`src/rtl/mcmc_histogram.sv`:
```
// Result-side consumer of the MCMC sampler: captures a batch of LANES sampled states, serialises
// them one lane per cycle into a saturating per-state histogram, and offers a registered readout port.
module mcmc_histogram #(
   parameter int LANES       = 32,
   parameter int RESULT_SIZE = 5,
   parameter int POSSI_S     = 32,
   parameter int CNT_WID     = 16,
   parameter int TOT_WID     = 32
) (
   input  logic                           clk,
   input  logic                           rstn,
   input  logic                           enable,
   input  logic                           done,
   input  logic [RESULT_SIZE*LANES-1:0]   result,
   input  logic                           clear,
   input  logic                           rd_en,
   input  logic [RESULT_SIZE-1:0]         rd_addr,
   output logic [CNT_WID-1:0]             rd_data,
   output logic                           rd_valid,
   output logic                           busy,
   output logic [TOT_WID-1:0]             total,
   output logic                           drop,
   output logic                           sat
);

   localparam int IDX_WID = (LANES > 1) ? $clog2(LANES) : 1;
   localparam logic [IDX_WID-1:0] LAST_IDX = IDX_WID'(LANES - 1);
   localparam logic [IDX_WID-1:0] IDX_ONE  = {{(IDX_WID-1){1'b0}}, 1'b1};
   localparam logic [CNT_WID-1:0] CNT_MAX  = {CNT_WID{1'b1}};
   localparam logic [CNT_WID-1:0] CNT_ONE  = {{(CNT_WID-1){1'b0}}, 1'b1};
   localparam logic [TOT_WID-1:0] TOT_MAX  = {TOT_WID{1'b1}};
   localparam logic [TOT_WID-1:0] TOT_ONE  = {{(TOT_WID-1){1'b0}}, 1'b1};

   typedef enum logic [0:0] {
      IDLE  = 1'b0,
      ACCUM = 1'b1
   } state_t;

   state_t                         state_r;
   state_t                         state_s;
   logic                           accept_s;
   logic                           step_s;
   logic                           last_s;
   logic [IDX_WID-1:0]             idx_r;
   logic [RESULT_SIZE*LANES-1:0]   shadow_r;
   logic [RESULT_SIZE-1:0]         lane_s;
   logic                           lane_ok_s;
   logic [CNT_WID-1:0]             bins_r [POSSI_S];
   logic [CNT_WID-1:0]             bin_cur_s;
   logic                           bin_full_s;
   logic                           bin_near_s;
   logic                           tot_full_s;
   logic                           tot_near_s;

   // Next-state decode; clear abandons any batch and blocks a same-cycle capture.
   always_comb begin
      state_s  = state_r;
      accept_s = 1'b0;
      step_s   = 1'b0;
      last_s   = 1'b0;
      if (clear) begin
         state_s = IDLE;
      end else begin
         case (state_r)
            IDLE: begin
               if (enable && done) begin
                  state_s  = ACCUM;
                  accept_s = 1'b1;
               end else begin
                  state_s = IDLE;
               end
            end
            ACCUM: begin
               step_s = 1'b1;
               if (idx_r == LAST_IDX) begin
                  last_s  = 1'b1;
                  state_s = IDLE;
               end else begin
                  state_s = ACCUM;
               end
            end
            default: begin
               state_s = IDLE;
            end
         endcase
      end
   end

   // FSM state register.
   always_ff @(posedge clk) begin
      if (!rstn) begin
         state_r <= IDLE;
      end else begin
         state_r <= state_s;
      end
   end

   // Current lane and saturation lookahead for the bin it targets.
   always_comb begin
      lane_s     = shadow_r[idx_r*RESULT_SIZE +: RESULT_SIZE];
      lane_ok_s  = (int'(lane_s) < POSSI_S);
      bin_cur_s  = {CNT_WID{1'b0}};
      if (lane_ok_s) begin
         bin_cur_s = bins_r[lane_s];
      end else begin
         bin_cur_s = {CNT_WID{1'b0}};
      end
      bin_full_s = lane_ok_s && (bin_cur_s == CNT_MAX);
      bin_near_s = lane_ok_s && (bin_cur_s >= (CNT_MAX - CNT_ONE));
      tot_full_s = (total == TOT_MAX);
      tot_near_s = (total >= (TOT_MAX - TOT_ONE));
   end

   // Histogram, counters, sticky flags and readout port.
   always_ff @(posedge clk) begin
      if (!rstn) begin
         for (int i = 0; i < POSSI_S; i++) begin
            bins_r[i] <= {CNT_WID{1'b0}};
         end
         shadow_r <= {(RESULT_SIZE*LANES){1'b0}};
         idx_r    <= {IDX_WID{1'b0}};
         total    <= {TOT_WID{1'b0}};
         busy     <= 1'b0;
         drop     <= 1'b0;
         sat      <= 1'b0;
         rd_data  <= {CNT_WID{1'b0}};
         rd_valid <= 1'b0;
      end else begin
         // Readout sees bins as held before this edge, including on a clear edge.
         rd_valid <= rd_en;
         if (rd_en) begin
            if (int'(rd_addr) < POSSI_S) begin
               rd_data <= bins_r[rd_addr];
            end else begin
               rd_data <= {CNT_WID{1'b0}};
            end
         end else begin
            rd_data <= rd_data;
         end
         busy <= (state_s == ACCUM);
         if (clear) begin
            for (int i = 0; i < POSSI_S; i++) begin
               bins_r[i] <= {CNT_WID{1'b0}};
            end
            idx_r <= {IDX_WID{1'b0}};
            total <= {TOT_WID{1'b0}};
            drop  <= 1'b0;
            sat   <= 1'b0;
         end else begin
            if (accept_s) begin
               shadow_r <= result;
               idx_r    <= {IDX_WID{1'b0}};
            end
            if ((state_r == ACCUM) && enable && done) begin
               drop <= 1'b1;
            end
            if (step_s) begin
               idx_r <= last_s ? {IDX_WID{1'b0}} : (idx_r + IDX_ONE);
               if (lane_ok_s && !bin_full_s) begin
                  bins_r[lane_s] <= bin_cur_s + CNT_ONE;
               end
               if (!tot_full_s) begin
                  total <= total + TOT_ONE;
               end
               if (bin_near_s || tot_near_s) begin
                  sat <= 1'b1;
               end
            end
         end
      end
   end

endmodule

```
`config.mk`:
```
export PLATFORM = sky130hd
export DESIGN_NAME = mcmc_histogram
export DESIGN_NICKNAME = d
export VERILOG_FILES = /design/src/rtl/mcmc_histogram.sv
export SDC_FILE = /design/constraint.sdc
export NUM_CORES = 1
export LEC_CHECK = 0
export BUFFER_PORTS_ARGS = -buffer_cell sky130_fd_sc_hd__buf_2
export CORE_ASPECT_RATIO = 0.8
export CORE_UTILIZATION = 40
export CTS_CLUSTER_SIZE = 25
export DETAILED_ROUTE_END_ITERATION = 10
export PLACE_DENSITY = 0.57
export SLEW_MARGIN = 15
export SYNTH_ARGS = -nofsm -noshare
export SYNTH_HDL_FRONTEND = slang
export SYNTH_SLANG_ARGS = --single-unit
```
`constraint.sdc`:
```
create_clock -name clk -period 10.37 [get_ports clk]
set_clock_uncertainty 0.1 [all_clocks]
set_input_delay 2.074 -clock clk [delete_from_list [all_inputs] [get_ports clk]]
set_output_delay 2.074 -clock clk [all_outputs]
set_load 0.05 [all_outputs]
```
== After elaboration in Yosys (flattened, before gate mapping) ==
Memory sizes are Yosys's and may differ from the RTL's. A register that Yosys moved wholly into a read port is not among the register bits.
Index checks and enable logic that the tools add are counted.

* $add $sub $neg: 3
* Multiply operators: 1
* Order comparisons: 2
* Equality and inequality tests: 3
* Shifts and indexed selects: 1
* Muxes and demuxes: 57
* Bitwise operators: 36
* Reduce and logical (&&, ||, !) cells: 11

{| class="wikitable"
|+ Operator list
! operator !! number
|-
| two-way mux 16 bit || 33
|-
| indexed part select 160 x 9 -> 5 bit || 1
|-
| adder 32 x 1 -> 32 bit (second input constant) || 1
|-
| equality test 32 bit (second input constant) || 1
|-
| greater-or-equal comparator 32 bit (second input constant) || 1
|-
| OR 1 bit || 32
|-
| two-way mux 5 bit || 4
|-
| two-way mux 1 bit || 19
|-
| adder 16 x 1 -> 16 bit (second input constant) || 1
|-
| equality test 16 bit (second input constant) || 1
|-
| greater-or-equal comparator 16 bit (second input constant) || 1
|-
| OR reduction 16 bit || 1
|-
| multiplier 5 x 3 -> 8 bit (second input constant) || 1
|-
| AND reduction 2 bit || 3
|-
| adder 5 x 1 -> 5 bit (second input constant) || 1
|-
| equality test 5 bit (second input constant) || 1
|-
| NOT 1 bit || 4
|-
| logical AND 1 bit || 3
|-
| case mux 1 bit (2 select lines) || 1
|-
| nonzero test 2 bit || 1
|-
| OR reduction 2 bit || 1
|-
| logical NOT 1 bit || 1
|-
| logical OR 1 bit || 1
|}

* Bits in registers: 201
* Memory bits (writable): 512
* Input bits: 171
* Output and inout port bits: 52
* Word-level logic and storage cells: 122
* Memories kept: 1

{| class="wikitable"
|+ Memories
! memory !! depth !! bits a word !! rd ports !! clocked after Yosys merged registers in !! write ports !! RTL line !! text
|-
| bins_r || 32 || 16 || 2 || 1 || 32 || 48 || <nowiki>logic [CNT_WID-1:0] bins_r [POSSI_S];</nowiki>
|}

== Longest topological paths before layout ==
Gate-level depths: netlist (run 1).
An unclocked memory read counts as a cell.

* Depth in word-level cells: 11
* Depth in mapped cells: 23
* Mapped depth without buffers: 13

== Worst setup path after synthesis (run 1) ==
Ideal clock, no wire load.

* Kind: register to register
* Start: reg idx_r[1]
* End: mem bins_r[28][0] (enable)
* Library setup time: 414 ps
* Arrival time: 5506 ps
* Required time: 9856 ps
* Slack: 4350 ps
* Cell stages (with the launch flop): 19
* Path buffers: 7
* Period minus slack after synthesis: 6020 ps
* Cells stage by stage: dfxtp_1 -> buf_4 -> buf_6 -> buf_6 -> mux4_2 -> mux4_2 -> mux2_2 -> buf_6 -> buf_4 -> a211oi_1 -> a311oi_1 -> o311ai_1 -> a221oi_2 -> clkbuf_1 -> ha_1 -> inv_2 -> nor3_4 -> buf_2 -> o31ai_1

{| class="wikitable"
|+ RTL lines
! element !! RTL line !! text
|-
| start: declaration || 44 || <nowiki>logic [IDX_WID-1:0] idx_r;</nowiki>
|-
| start signal: assignment || 121 || <nowiki>idx_r <= {IDX_WID{1'b0}};</nowiki>
|-
| start signal: assignment || 145 || <nowiki>idx_r <= {IDX_WID{1'b0}};</nowiki>
|-
| start signal: assignment || 152 || <nowiki>idx_r <= {IDX_WID{1'b0}};</nowiki>
|-
| end: declaration || 48 ||
|}

==> run_results.csv, run 1 <==
group,metric,value,unit
sta,finalHoldWorstSlack,0.361,ns
grt,first_global_vias,28900,
power_and_ir_drop,pwr_density_cell,167,nW/um2
setup_path,crit_type,"reg2reg",
setup_path,cp_common_cell,"nand2_1",
floorplan,pin_count,223,
setup_path,path_cells,"and2_1 > a21oi_1 > nand3_1 > and4_4 > buf_4 > buf_4 > nand2_1 > a32o_1 > a222oi_1 > nor4b_2 > nand2_1 > or3_1 > o31ai_4 > nand2_1",
clocking,cts_resized,0,
yosys,synth_edf_count,512,
sta,slew_violations,0,
yosys,synth.net_count,3610,
clocking,postCtsSetupBuffers,0,
cells_and_area,area_growth,13.1,%
grt,grt_max_degree,106,
setup_path,cp_slowest_cell,"and4_4",
power_and_ir_drop,seqPwrFrac,45.9,%
yosys,netlist_instances,3433,
grt,antenna_found_initial,9,
grt,grtUsageMet1,49.7,%
sta,relSlewSlack,12.2,%
floorplan,coreArea,93600,um2
power_and_ir_drop,combPwrFrac,13.1,%
hold_path,hold_class,"reg2reg",
cells_and_area,final_nets,3674,
yosys,ys_types,79,
placement,dpl.hpwl,121,mm
clocking,cts_tree,"done",
clocking,root_buffer,"clkbuf_16",
routing,drc_errors,0,
yosys,ys_warn_count,0,
sta,rsz0062_at_grt,"false",
yosys,synth-seq-cells,729,
routing,wire_per_inst,35.2,um
placement,io_buffers,222,
floorplan,die_area,96400,um2
yosys,synth.top_cell.area_share,40.4,%
setup_path,cp_slowest_stage_delay,1.00,ns
sta,tightestPinTransition,1.31,ns
floorplan,die_w,347,um
yosys,synth_ff_type,"edfxtp_1",
power_and_ir_drop,ir_worst_vdd,133,uV
yosys,yosys-top-cells-area,"edfxtp_1 (40%), dfxtp_1 (11%), mux4_2 (10%), nand2_1 (6.0%), mux2i_1 (5.2%)",
yosys,synthArstFlopShare,0,%
floorplan,fp.dieH,278,um
clocking,cts_hold_buf,0,
grt,use_met2,45.1,%
power_and_ir_drop,clkPwrFrac,41.0,%
outcome,status,"completed",
clocking,clk_pin_slew,0.06,ns
setup_path,arrival,8.91,ns
placement,post-place-ws,1.98,ns
cells_and_area,fill_cells,8711,
power_and_ir_drop,internal_power,5.19,mW
sta,setup_slack,1.57,ns
routing,firstDrtPassIters,8,
clocking,cts.sinks,729,
sta,setup_viol,0,
routing,routed_wl,168,mm
grt,grt_usage,34.4,%
yosys,syn_avg_cell_area,11.1,um2
power_and_ir_drop,power.switching,2.01,mW
yosys,synth_area,38000,um2
power_and_ir_drop,switching_share,27.9,%
floorplan,core.rowCount,100,
routing,post_drt_via_cell_ratio,6.57,
grt,grt_pass1_wl,233,mm
sta,fin_tns_setup,0,ns
clocking,cts_buffer_depth,3,
sta,clock.fmax,0.114,GHz
power_and_ir_drop,leakage,14.6,nW
floorplan,start_util,40.7,%
routing,drt-initial-drc-count,5466,
sta,hold_violations,0,
clocking,clock_latency,0.66,ns
power_and_ir_drop,total_power,7.21,mW
grt,grtUsageMet3,16.8,%
grt,globalRouteOverflowTotal,0,
sta,finalCriticalPeriod,8.80,ns
grt,busiest_layer,"met1",
setup_path,crit_required,10.48,ns
routing,vias,31400,
cells_and_area,final_cell_mix,"nand2_1 (602), edfxtp_1 (512), nor2_1 (316)",
cells_and_area,layout_commonest_cell,"nand2_1",
setup_path,worstSetupEndpointType,"register",
yosys,synth-seq-area-share,51.8,%
clocking,htreeDepth,3,
run,cap_violations,0,
setup_path,crit_path_start_kind,"register",
setup_path,crit_path_max_fanout,59,
yosys,synth_top_area_cell,"edfxtp_1",
cells_and_area,layout-drive-gt1-share,20.3,%
sta,period_share,84.8,%
routing,ant_nets,0,
placement,place_congestion,1.11,
clocking,cts_made_buffers,78,
[per-stage QoR]
stage	util, %	std cells	instance area, um2
4_1_cts	46.0	4780	43000
5_1_grt	46.0	4780	43000
6_report	46.0	4784	43000
3_3_place_gp	43.1	4640	40300
2_1_floorplan	-	3433	38000
3_5_place_dp	43.1	4641	40400
[power groups by stage]
stage | Combinational, mW | Sequential, mW | Clock (mW)
detailed placement | 0.901 | 3.36 | 0
CTS | 0.902 | 3.30 | 2.97
finish | 0.947 | 3.31 | 2.95
global route | 0.954 | 3.31 | 3.07
floorplan | 0.472 | 3.33 | 0
global placement | 0.900 | 3.36 | 0
[path summary, 6_finish.rpt]
path | start | endpoint | slack [ns] | depth (start not counted)
setup / recovery | idx_r[2] | bins_r[4][3] | 1.57 | 14
setup reg to reg | idx_r[2] | bins_r[4][3] | 1.57 | 14
hold reg to reg | shadow_r[45] | shadow_r[45] | 0.36 | 2
hold / removal | shadow_r[45] | shadow_r[45] | 0.36 | 2
[worst max-delay path, delay by kind of cell (launching register included)]
kind                   cells  cell delay [ns]
AOI/OAI and AO/OA          4             1.73
buffers and inverters      2             0.97
DFF                        1             0.89
and+or+nand+nor            8             4.57
[area by class of cell]
class | count | area, um2 | share of cell area [%]
Antenna cell | 4 | 10.0 | 0.0233
Clock buffer | 101 | 2230 | 5.18
Clock inverter | 38 | 415 | 0.966
Inverter | 30 | 113 | 0.262
Multi-Input combinational cell | 2333 | 17000 | 39.5
Sequential cell | 729 | 19700 | 45.8
Tap cell | 1224 | 1530 | 3.56
Timing Repair Buffer | 325 | 2020 | 4.69
[synthesized netlist by cell type (15+ instances only)]
cell type    n
a41oi_1     24
buf_4       19
a22oi_1     30
a31oi_1     18
buf_2       97
mux2i_1    197
inv_1       29
a221oi_1    23
nor2_1     317
dfxtp_1    217
and3_1      18
mux4_2     172
nand3_1    104
nand2_1    605
a211oi_1    55
o211a_1     17
buf_1       20
xnor2_1     19
o21ai_0     32
a21boi_0   160
nor4_1      73
edfxtp_1   512
a21oi_1     80
nor3_1     144
clkbuf_1   198
o22ai_1     15
a32oi_1     23
xor2_1      17
a2111oi_0   15
[kinds of logic (layout without fill, tap and decap cells)]
family | after synthesis | count (layout) | share of synthesized area (%)
adders and majority gates | 6 | 6 | 0.197
muxes | 383 | 383 | 15.8
buffers and inverters | 371 | 494 | 4.30
xor gates and xnor gates | 36 | 36 | 0.829
AOI/OAI and AO/OA | 573 | 573 | 11.7
other | 0 | 4 | 0
and+or+nand+nor | 1335 | 1335 | 15.3
DFF | 729 | 729 | 51.8
[registers in the layout, indices dropped and copies added (netlist names)]
register,cells
bins_r,512
shadow_r,160
total,32
rd_data,16
idx_r,5
busy,1
drop,1
rd_valid,1
sat,1
[layer usage]
layer / share of wire, % / up-vias
met3: 17 / 291
met4: 2.8 / 12
met2: 39 / 2318
met5: 0.066 / -
met1: 41 / 15800
li1: - / 13000
(Power assumes the default switching activity.)
==> run 2: changes to the inputs <==
--- a/config.mk
+++ b/config.mk
@@ -10,7 +10,7 @@
 export CORE_UTILIZATION = 40
 export CTS_CLUSTER_SIZE = 25
 export DETAILED_ROUTE_END_ITERATION = 10
-export PLACE_DENSITY = 0.57
+export PLACE_DENSITY = 0.59
 export SLEW_MARGIN = 15
 export SYNTH_ARGS = -nofsm -noshare
 export SYNTH_HDL_FRONTEND = slang
==> constraint.sdc (replaced) <==
create_clock -name clk -period 7.9 [get_ports clk]
set_clock_uncertainty 0.1 [all_clocks]
set_input_delay 1.58 -clock clk [delete_from_list [all_inputs] [get_ports clk]]
set_output_delay 1.58 -clock clk [all_outputs]
set_load 0.05 [all_outputs]
==> run 2 against run 1 <==
  * Total power is 28% higher
  * First-iteration DRC count is 8.9% lower
  * Sequential power is 31% higher
  * Worst setup slack worse by 1.2 ns
  * Design area is 1.4% higher
  * Die area stayed put
  * Utilization is 0.65 points higher
  * Count of clock-buffer cells in the layout is 5 higher
  * Hold slack hardly changed
  * Non-clock buffer count is 96 higher
  * Critical path type unchanged
  * Critical endpoint is now bins_r[29][0]
  * Highest routed layer unchanged
==> run_results.csv, run 2 (synthesized netlist as in run 1, its figures left out) <==
group,metric,value,unit
floorplan,fp.dieH,278,um
run,cap_violations,0,
grt,antenna_found_initial,5,
power_and_ir_drop,ir_worst_vdd,136,uV
placement,dpl.hpwl,113,mm
cells_and_area,final_nets,3771,
clocking,root_buffer,"clkbuf_16",
clocking,cts_tree,"done",
cells_and_area,layout-drive-gt1-share,22.2,%
setup_path,cp_slowest_stage_delay,0.95,ns
setup_path,crit_required,8.18,ns
grt,globalRouteOverflowTotal,0,
grt,grt_pass1_wl,221,mm
grt,first_global_vias,29000,
placement,io_buffers,222,
outcome,status,"completed",
setup_path,path_cells,"buf_4 > mux2i_1 > a2111oi_4 > or4_2 > buf_4 > nor3_1 > a221oi_1 > a31oi_1 > nor4_1 > nand3_1 > or3_1 > nor3_4 > buf_4 > o31ai_4 > buf_4",
cells_and_area,final_util,46.6,%
clocking,cts_buffer_depth,3,
clocking,cts_resized,0,
routing,vias,31300,
clocking,htreeDepth,3,
clocking,cts_hold_buf,0,
cells_and_area,largest_register_ffs,512,
sta,relSlewSlack,21.8,%
floorplan,coreArea,93600,um2
placement,place_congestion,1.03,
routing,post_drt_via_cell_ratio,6.42,
sta,setup_viol,0,
sta,clock.fmax,0.134,GHz
sta,period_share,94.8,%
cells_and_area,fin_cells,4874,
cells_and_area,top_register,"bins_r",
setup_path,worstSetupEndpointType,"register",
grt,grt_max_degree,120,
power_and_ir_drop,combPwrFrac,13.3,%
floorplan,pin_count,223,
clocking,cts_made_buffers,79,
floorplan,core.rowCount,100,
cells_and_area,layout_commonest_cell,"nand2_1",
floorplan,die_w,347,um
setup_path,cp_common_cell,"buf_4",
clocking,cts.sinks,729,
power_and_ir_drop,pwr_density_cell,212,nW/um2
power_and_ir_drop,leakage,15.0,nW
setup_path,crit_path_start_kind,"register",
clocking,clk_pin_slew,0.06,ns
power_and_ir_drop,power.switching,2.56,mW
placement,dp.cells,4737,
setup_path,crit_path_max_fanout,35,
setup_path,cp_slowest_cell,"nor4_1",
cells_and_area,top_regs,"bins_r: 512 flops, shadow_r: 160 flops, total: 32 flops",
sta,fin_tns_setup,0,ns
grt,grt_usage,32.1,%
power_and_ir_drop,internal_power,6.67,mW
sta,hold_violations,0,
sta,tightestPinTransition,1.16,ns
routing,firstDrtPassIters,7,
sta,slew_violations,0,
routing,drt-initial-drc-count,4982,
setup_path,crit_type,"reg2reg",
clocking,clock_latency,0.67,ns
cells_and_area,fill_cells,8674,
floorplan,die_area,96400,um2
setup_path,arrival,7.77,ns
floorplan,start_util,40.7,%
sta,finalCriticalPeriod,7.49,ns
power_and_ir_drop,switching_share,27.8,%
routing,ant_nets,0,
power_and_ir_drop,seqPwrFrac,46.8,%
routing,drc_errors,0,
cells_and_area,area_growth,14.7,%
sta,rsz0062_at_grt,"false",
hold_path,hold_class,"reg2reg",
routing,routed_wl,157,mm
power_and_ir_drop,clkPwrFrac,39.9,%
clocking,postCtsSetupBuffers,0,
cells_and_area,final_cell_mix,"nand2_1 (601), edfxtp_1 (512), nor2_1 (316)",
routing,wire_per_inst,32.2,um
[run 2: cell count changes in the layout (fill, tap and decap cells not counted), moves of 4 or more]
| cell | previous run | this run |
|---|---|---|
| buf_4 | 94 | 189 |
| bufinv_16 | 8 | 4 |
| clkbuf_1 | 10 | 17 |
| clkinv_2 | 14 | 9 |
[run 2: power groups by stage]
stage               sequential [mW]  combinational [mW]  clock (mW)
global route                   4.33                1.25        3.85
CTS                            4.31                1.18        3.72
global placement               4.39                1.17           0
detailed placement             4.39                1.17           0
floorplan                      4.37               0.619           0
finish                         4.32                1.23        3.69
[run 2: path summary, 6_finish.rpt]
path	start	end	slack (ns)	depth (start not counted)
max	idx_r[1]	bins_r[29][0]	0.41	15
min	shadow_r[29]	shadow_r[29]	0.36	2
min reg2reg	shadow_r[29]	shadow_r[29]	0.36	2
max reg2reg	idx_r[1]	bins_r[29][0]	0.41	15
[run 2: per-stage QoR]
step	setup WS (ns)	power (mW)	hold WS (ns)	cell area (um2)
after global placement	0.547	5.56	0.351	41100
after detailed placement	0.326	5.56	0.356	41100
after global routing	0.152	9.43	0.379	43600
final	0.411	9.23	0.361	43600
after floorplan	1.88	4.99	0.339	38000
after CTS	0.324	9.21	0.364	43600
[run 2: area by class of cell]
type / instances / area [um2] / area share (%)
inverter: 30 / 113 / 0.258
sequential: 729 / 19700 / 45.2
clock buffer: 106 / 2190 / 5.02
clock inverter: 30 / 317 / 0.726
tap: 1224 / 1530 / 3.51
timing repair buffer: 421 / 2760 / 6.33
antenna: 1 / 2.50 / 0.00574
multi-input combinational: 2333 / 17000 / 38.9
[run 2: routing by layer]
| metal | track usage (%) | part of all wire (%) |
|---|---|---|
| met1 | 45.7 | 41 |
| met2 | 43.0 | 40 |
| met3 | 16.0 | 16 |
| met4 | 7.39 | 2.4 |
| met5 | 0 | 0.091 |
[run 2: critical path, delay by kind of cell (launching register included)]
kind	cells	cell delay, ns
simple gates	6	3.43
compound gates	4	1.30
mux	1	0.18
flops	1	0.76
buf+inv	4	1.34
